### config.mk
export PLATFORM = sky130hd
export DESIGN_NAME = neuron_core
export DESIGN_NICKNAME = d
export VERILOG_FILES = /design/src/rtl/neuron_core.sv
export SDC_FILE = /design/constraint.sdc
export NUM_CORES = 1
export LEC_CHECK = 0
export BUFFER_PORTS_ARGS = -buffer_cell sky130_fd_sc_hd__buf_2
export CORE_MARGIN = 2
export CORE_UTILIZATION = 45
export CTS_CLUSTER_SIZE = 28
export DETAILED_ROUTE_END_ITERATION = 7
export REMOVE_ABC_BUFFERS = 1
export SETUP_SLACK_MARGIN = 0.02
export SLEW_MARGIN = 25
export SYNTH_ARGS = -nofsm -noshare
export SYNTH_HDL_FRONTEND = slang
export SYNTH_SLANG_ARGS = --single-unit
### constraint.sdc
create_clock -name clk -period 7.39 [get_ports clk]
set_clock_uncertainty 0.1 [all_clocks]
set_input_delay 1.478 -clock clk [delete_from_list [all_inputs] [get_ports clk]]
set_output_delay 1.478 -clock clk [all_outputs]
set_load 0.05 [all_outputs]
### src/rtl/neuron_core.sv
`default_nettype none
// ============================================================================
//  Module   : neuron_core
//  Purpose  : Two-input perceptron neuron in a Tiny-Tapeout style pin wrapper.
//             Computes sum = w0*x0 + w1*x1 + bias using signed 5-bit weights
//             and unsigned 4-bit inputs. It registers a fire bit
//             (sum >= thr) and a copy of the sum saturated to 0..127.
//             Weights, bias and threshold are written at runtime through
//             the uio bus.
//  Ports    :
//    clk      in   1  rising-edge clock
//    rst_n    in   1  synchronous reset, ACTIVE-HIGH despite the name
//    ena      in   1  design select, no functional effect
//    ui_in    in   8  [3:0]=x0, [7:4]=x1 (unsigned)
//    uio_in   in   8  [7]=write enable, [6:5]=address, [4:0]=signed data
//    uo_out   out  8  [0]=fire, [7:1]=saturated sum (registered)
//    uio_out  out  8  tied to 0
//    uio_oe   out  8  tied to 0 (uio pins are inputs only)
//  Revision : 1.0 - initial release
// ============================================================================
module neuron_core #(
  parameter logic signed [4:0] W0_RST   = 5'sd1,
  parameter logic signed [4:0] W1_RST   = 5'sd1,
  parameter logic signed [4:0] BIAS_RST = 5'sd0,
  parameter logic signed [4:0] THR_RST  = 5'sd1
) (
  input  logic       clk,
  input  logic       rst_n,
  input  logic       ena,
  input  logic [7:0] ui_in,
  input  logic [7:0] uio_in,
  output logic [7:0] uo_out,
  output logic [7:0] uio_out,
  output logic [7:0] uio_oe
);

  localparam logic [1:0] c_ADDR_W0   = 2'd0;
  localparam logic [1:0] c_ADDR_W1   = 2'd1;
  localparam logic [1:0] c_ADDR_THR  = 2'd2;
  localparam logic [1:0] c_ADDR_BIAS = 2'd3;

  // Configuration registers
  logic signed [4:0] w0_q,   w0_d;
  logic signed [4:0] w1_q,   w1_d;
  logic signed [4:0] thr_q,  thr_d;
  logic signed [4:0] bias_q, bias_d;

  // Output register
  logic [7:0] uo_q, uo_d;

  // Datapath
  logic signed [8:0] w_p0;
  logic signed [8:0] w_p1;
  logic signed [9:0] w_sum;
  logic              w_fire;
  logic [6:0]        w_sat;

  logic       w_wr_en;
  logic [1:0] w_wr_addr;
  logic [4:0] w_wr_data;

  assign w_wr_en   = uio_in[7];
  assign w_wr_addr = uio_in[6:5];
  assign w_wr_data = uio_in[4:0];

  // Zero-extend the unsigned inputs before the signed multiply so that
  // x=15 is not read as -1. Every operand is widened to 9 bits, and the
  // products fit in that width.
  assign w_p0  = 9'(signed'({1'b0, ui_in[3:0]})) * 9'(w0_q);
  assign w_p1  = 9'(signed'({1'b0, ui_in[7:4]})) * 9'(w1_q);
  assign w_sum = 10'(w_p0) + 10'(w_p1) + 10'(bias_q);

  assign w_fire = (w_sum >= 10'(thr_q));

  always_comb begin
    w_sat = w_sum[6:0];
    if (w_sum[9]) begin
      w_sat = 7'd0;
    end else if (w_sum[8:7] != 2'b00) begin
      w_sat = 7'd127;
    end
  end

  // Next-state: the write decode only applies outside reset. Reset
  // priority is handled in the register process.
  always_comb begin
    w0_d   = w0_q;
    w1_d   = w1_q;
    thr_d  = thr_q;
    bias_d = bias_q;
    uo_d   = {w_sat, w_fire};
    if (w_wr_en) begin
      case (w_wr_addr)
        c_ADDR_W0:   w0_d   = w_wr_data;
        c_ADDR_W1:   w1_d   = w_wr_data;
        c_ADDR_THR:  thr_d  = w_wr_data;
        c_ADDR_BIAS: bias_d = w_wr_data;
        default:     ;
      endcase
    end
  end

  always_ff @(posedge clk) begin
    if (rst_n) begin
      w0_q   <= W0_RST;
      w1_q   <= W1_RST;
      thr_q  <= THR_RST;
      bias_q <= BIAS_RST;
      uo_q   <= 8'h00;
    end else begin
      w0_q   <= w0_d;
      w1_q   <= w1_d;
      thr_q  <= thr_d;
      bias_q <= bias_d;
      uo_q   <= uo_d;
    end
  end

  assign uo_out  = uo_q;
  assign uio_out = 8'h00;
  assign uio_oe  = 8'h00;

  // ena is part of the standard pin set but has no function here.
  logic unused_ena;
  assign unused_ena = ena;

endmodule
`default_nettype wire

==> results by group <==
Cells and area
  • Final Core Density: between 40% and 50%
  • # nets final: between 400 and 500
  • Most frequent cells in the layout: 71 x inv_1, 56 x ha_1, 29 x and2_1, 28 x dfxtp_1, 25 x buf_2
  • Multi-input gate area: about 2400 um^2
  • Layout cells sized above 1: slightly below 10%
  • Commonest non-fill, non-tap cell in the layout: inv_1
  • Antenna diodes: 0
  • P&R area growth vs syn: 7.29%
  • Seq. cell area: around 560 um^2
  • Fillers: between 700 and 800

STA
  • Final Cycle Share: about 90%
  • TNS Setup: 0 ns
  • Hold Vio Cnt, Final: 0
  • Max-slew violations: 0
  • Rel. slew slack: 66.6%
  • Worst Tran Pin Value: 0.487 ns
  • Fin crit period: 6.82 ns
  • Setup violators final: 0
  • Fmax: between 100 and 150 MHz
  • Final setup margin: 0.575 ns
  • RSZ-0062 raised after global routing: no

Power and ir drop
  • Leak Pwr: around 2.0 nW
  • Sw Share: between 40% and 50%
  • Sw power: 0.230 mW
  • Clock Power Share: about 17%
  • Comb pwr share: roughly half
  • Int Pwr: 0.313 mW
  • P per Cell Area: 154 nW/um^2
  • Sequential power share: 31.9%
  • VDD IR max: 0.0770 mV
  • Tot Pwr: 0.543 mW

Critical path
  • Critical Path Source Type: input port
  • FF-to-FF path depth: 21
  • Critical Path Fanout Max: 8
  • Worst Setup End Kind: flip-flop
  • WP data arrival: 6.88 ns
  • CP Data Required Time: approximately 7.5 ns
  • Kind of critical path: in2reg

Logic synthesis
  • Count of warnings emitted by yosys: 0
  • Async set or reset register ratio after synthesis: 0%
  • FF+latch count, synth: 28
  • Post-Syn Area: 3300 um^2
  • Post-synth EDFFs: 0
  • Most used DFF post-synth: dfxtp_1
  • Syn_area_per_cell: 8.91 um^2
  • Netlist cell types: 38
  • Part of the Yosys area used for sequential elements: 17.0%
  • Gate Count Post-Synth: 370

Detailed routing
  • First-pass DRT Iterations: 4
  • Starting DRT DRC Count: 48
  • Vias per cell: 4.64
  • Drt total wl: 5.82 mm
  • DRT antenna net count: 0
  • Post-route DRC: 0
  • Via count: 2302
  • Routed wire per std cell: 11.7 um

Clock network
  • Sink Count: 28
  • H-tree levels: 1
  • Cts bufs inserted: 3
  • CTS tree: done
  • Root buffer cell: clkbuf_8
  • Max clock buf depth: 2
  • Clk_lat worst skew: 0.27 ns
  • CTS clk-pin slew, worst paths: 0.09 ns
  • Post_cts resized: 0
  • # hold bufs at CTS: 0
  • # Post-CTS Setup Buffers: 0

Global routing
  • First-pass GRT wire length: 10.0 mm
  • GRT Overall Usage: 15.9%
  • Largest net degree at the start of global routing: 24
  • Number of global-route vias before repair: 2238
  • GRT overflow: 0
  • Initial antenna violation count: 0

Min path
  • Hold path cells: 1
  • Hold WC Path Type: reg2reg

Placed design
  • Placer Congestion: between 0.7 and 0.8
  • Final HPWL DP: 5.11 mm
  • I/O Buffers: 25
  • Pre-CTS setup slack: 0.255 ns

Floorplan
  • Io pins: 43
  • Die W: 89.6 um
  • Die Ht: 89.6 um
  • FP Rows: 31
  • Starting Density: approximately 46%
  • Die ar.: about 8000 um^2
  • Core Region: 7180 um^2

Run
  • Max_cap viols: 0

Run status
  • Outcome: completed
## state kept, by name, indices dropped and copies added (netlist names)
register,cells
w0_q,5
thr_q,5
uo_out,8
bias_q,5
w1_q,5
## power groups by stage
stage               clock network, mW  registers (mW)  logic (mW)
floorplan                           0           0.219       0.174
global placement                    0           0.177       0.271
detailed placement                  0           0.177       0.276
CTS                            0.0971           0.173       0.278
global route                    0.105           0.176       0.315
finish                         0.0947           0.173       0.275
## worst max-delay path, stage by stage
cell      delay [ns]
buf_2           0.12
nand2b_1        0.16
fa_1            0.52
fa_1            0.54
inv_1           0.05
fa_1            0.55
inv_1           0.06
fa_1            0.45
inv_1           0.07
a21o_1          0.10
a21oi_1         0.07
xnor2_1         0.25
fa_1            0.47
ha_1            0.41
and3_2          0.26
a221oi_4        0.34
xnor2_1         0.13
ha_1            0.28
inv_1           0.04
or3_1           0.31
o21ai_0         0.16
a21oi_1         0.05
## synth_stat cells (all sizes together) (2+ instances only)
| master | instances | area share (%) |
|---|---|---|
| a31oi | 7 | 1.3 |
| nand3 | 2 | 0.30 |
| buf | 16 | 3.6 |
| xnor2 | 8 | 2.1 |
| o31a | 2 | 0.84 |
| dfxtp | 28 | 17 |
| and2 | 29 | 5.5 |
| nand2 | 10 | 1.1 |
| o21ai | 7 | 1.1 |
| a211o | 3 | 0.80 |
| fa | 24 | 15 |
| and3 | 2 | 0.42 |
| xor2 | 9 | 2.4 |
| a21oi | 16 | 2.4 |
| o211a | 2 | 0.61 |
| nand3b | 3 | 0.68 |
| nand2b | 3 | 0.57 |
| clkbuf | 2 | 0.23 |
| a21o | 8 | 1.9 |
| mux2i | 18 | 5.5 |
| inv | 71 | 8.1 |
| nor2 | 24 | 2.7 |
| or3 | 2 | 0.38 |
| nor2b | 8 | 1.7 |
| ha | 56 | 21 |
| o21bai | 2 | 0.46 |
## through the flow
stage | cell area [um^2] | std cells | hold WS [ns]
finish | 3540 | 496 | 0.386
global route | 3540 | 496 | 0.417
CTS | 3540 | 496 | 0.388
detailed placement | 3480 | 492 | 0.367
global placement | 3480 | 492 | 0.364
floorplan | 3220 | 367 | 0.342
## routing by layer
layer  track usage (%)  routed length (um)
met5                 0                   0
met4              2.58                  32
met3              2.47                 161
met2              28.6                2860
met1              20.5                2770
## path summary, 6_finish.rpt
path,slack (ns),from,endpoint
worst max-delay path,0.57,ui_in[0],uo_out[0]
worst max register to register,1.44,w0_q[4],uo_out[0]
worst min register to register,0.39,thr_q[0],thr_q[0]
worst min-delay path,0.39,thr_q[0],thr_q[0]
## cells by family after synthesis
kind of cell | count (synthesis) | synth area share (%)
adders and majority gates | 80 | 35.8
muxes | 18 | 5.47
DFF | 28 | 17.0
buffers and inverters | 89 | 12.0
AOI/OAI and AO/OA | 50 | 10.6
and+or+nand+nor | 87 | 14.5
xor gates and xnor gates | 17 | 4.52
other | 1 | 0.114
## layout make-up
cell class,count,share of cell area [%]
Multi-Input combinational cell,268,67.8
Sequential cell,28,15.9
Inverter,71,7.54
Timing Repair Buffer,26,3.75
Tap cell,99,3.50
Clock buffer,4,1.56
Note: power is estimated with default switching activity, not from simulation.
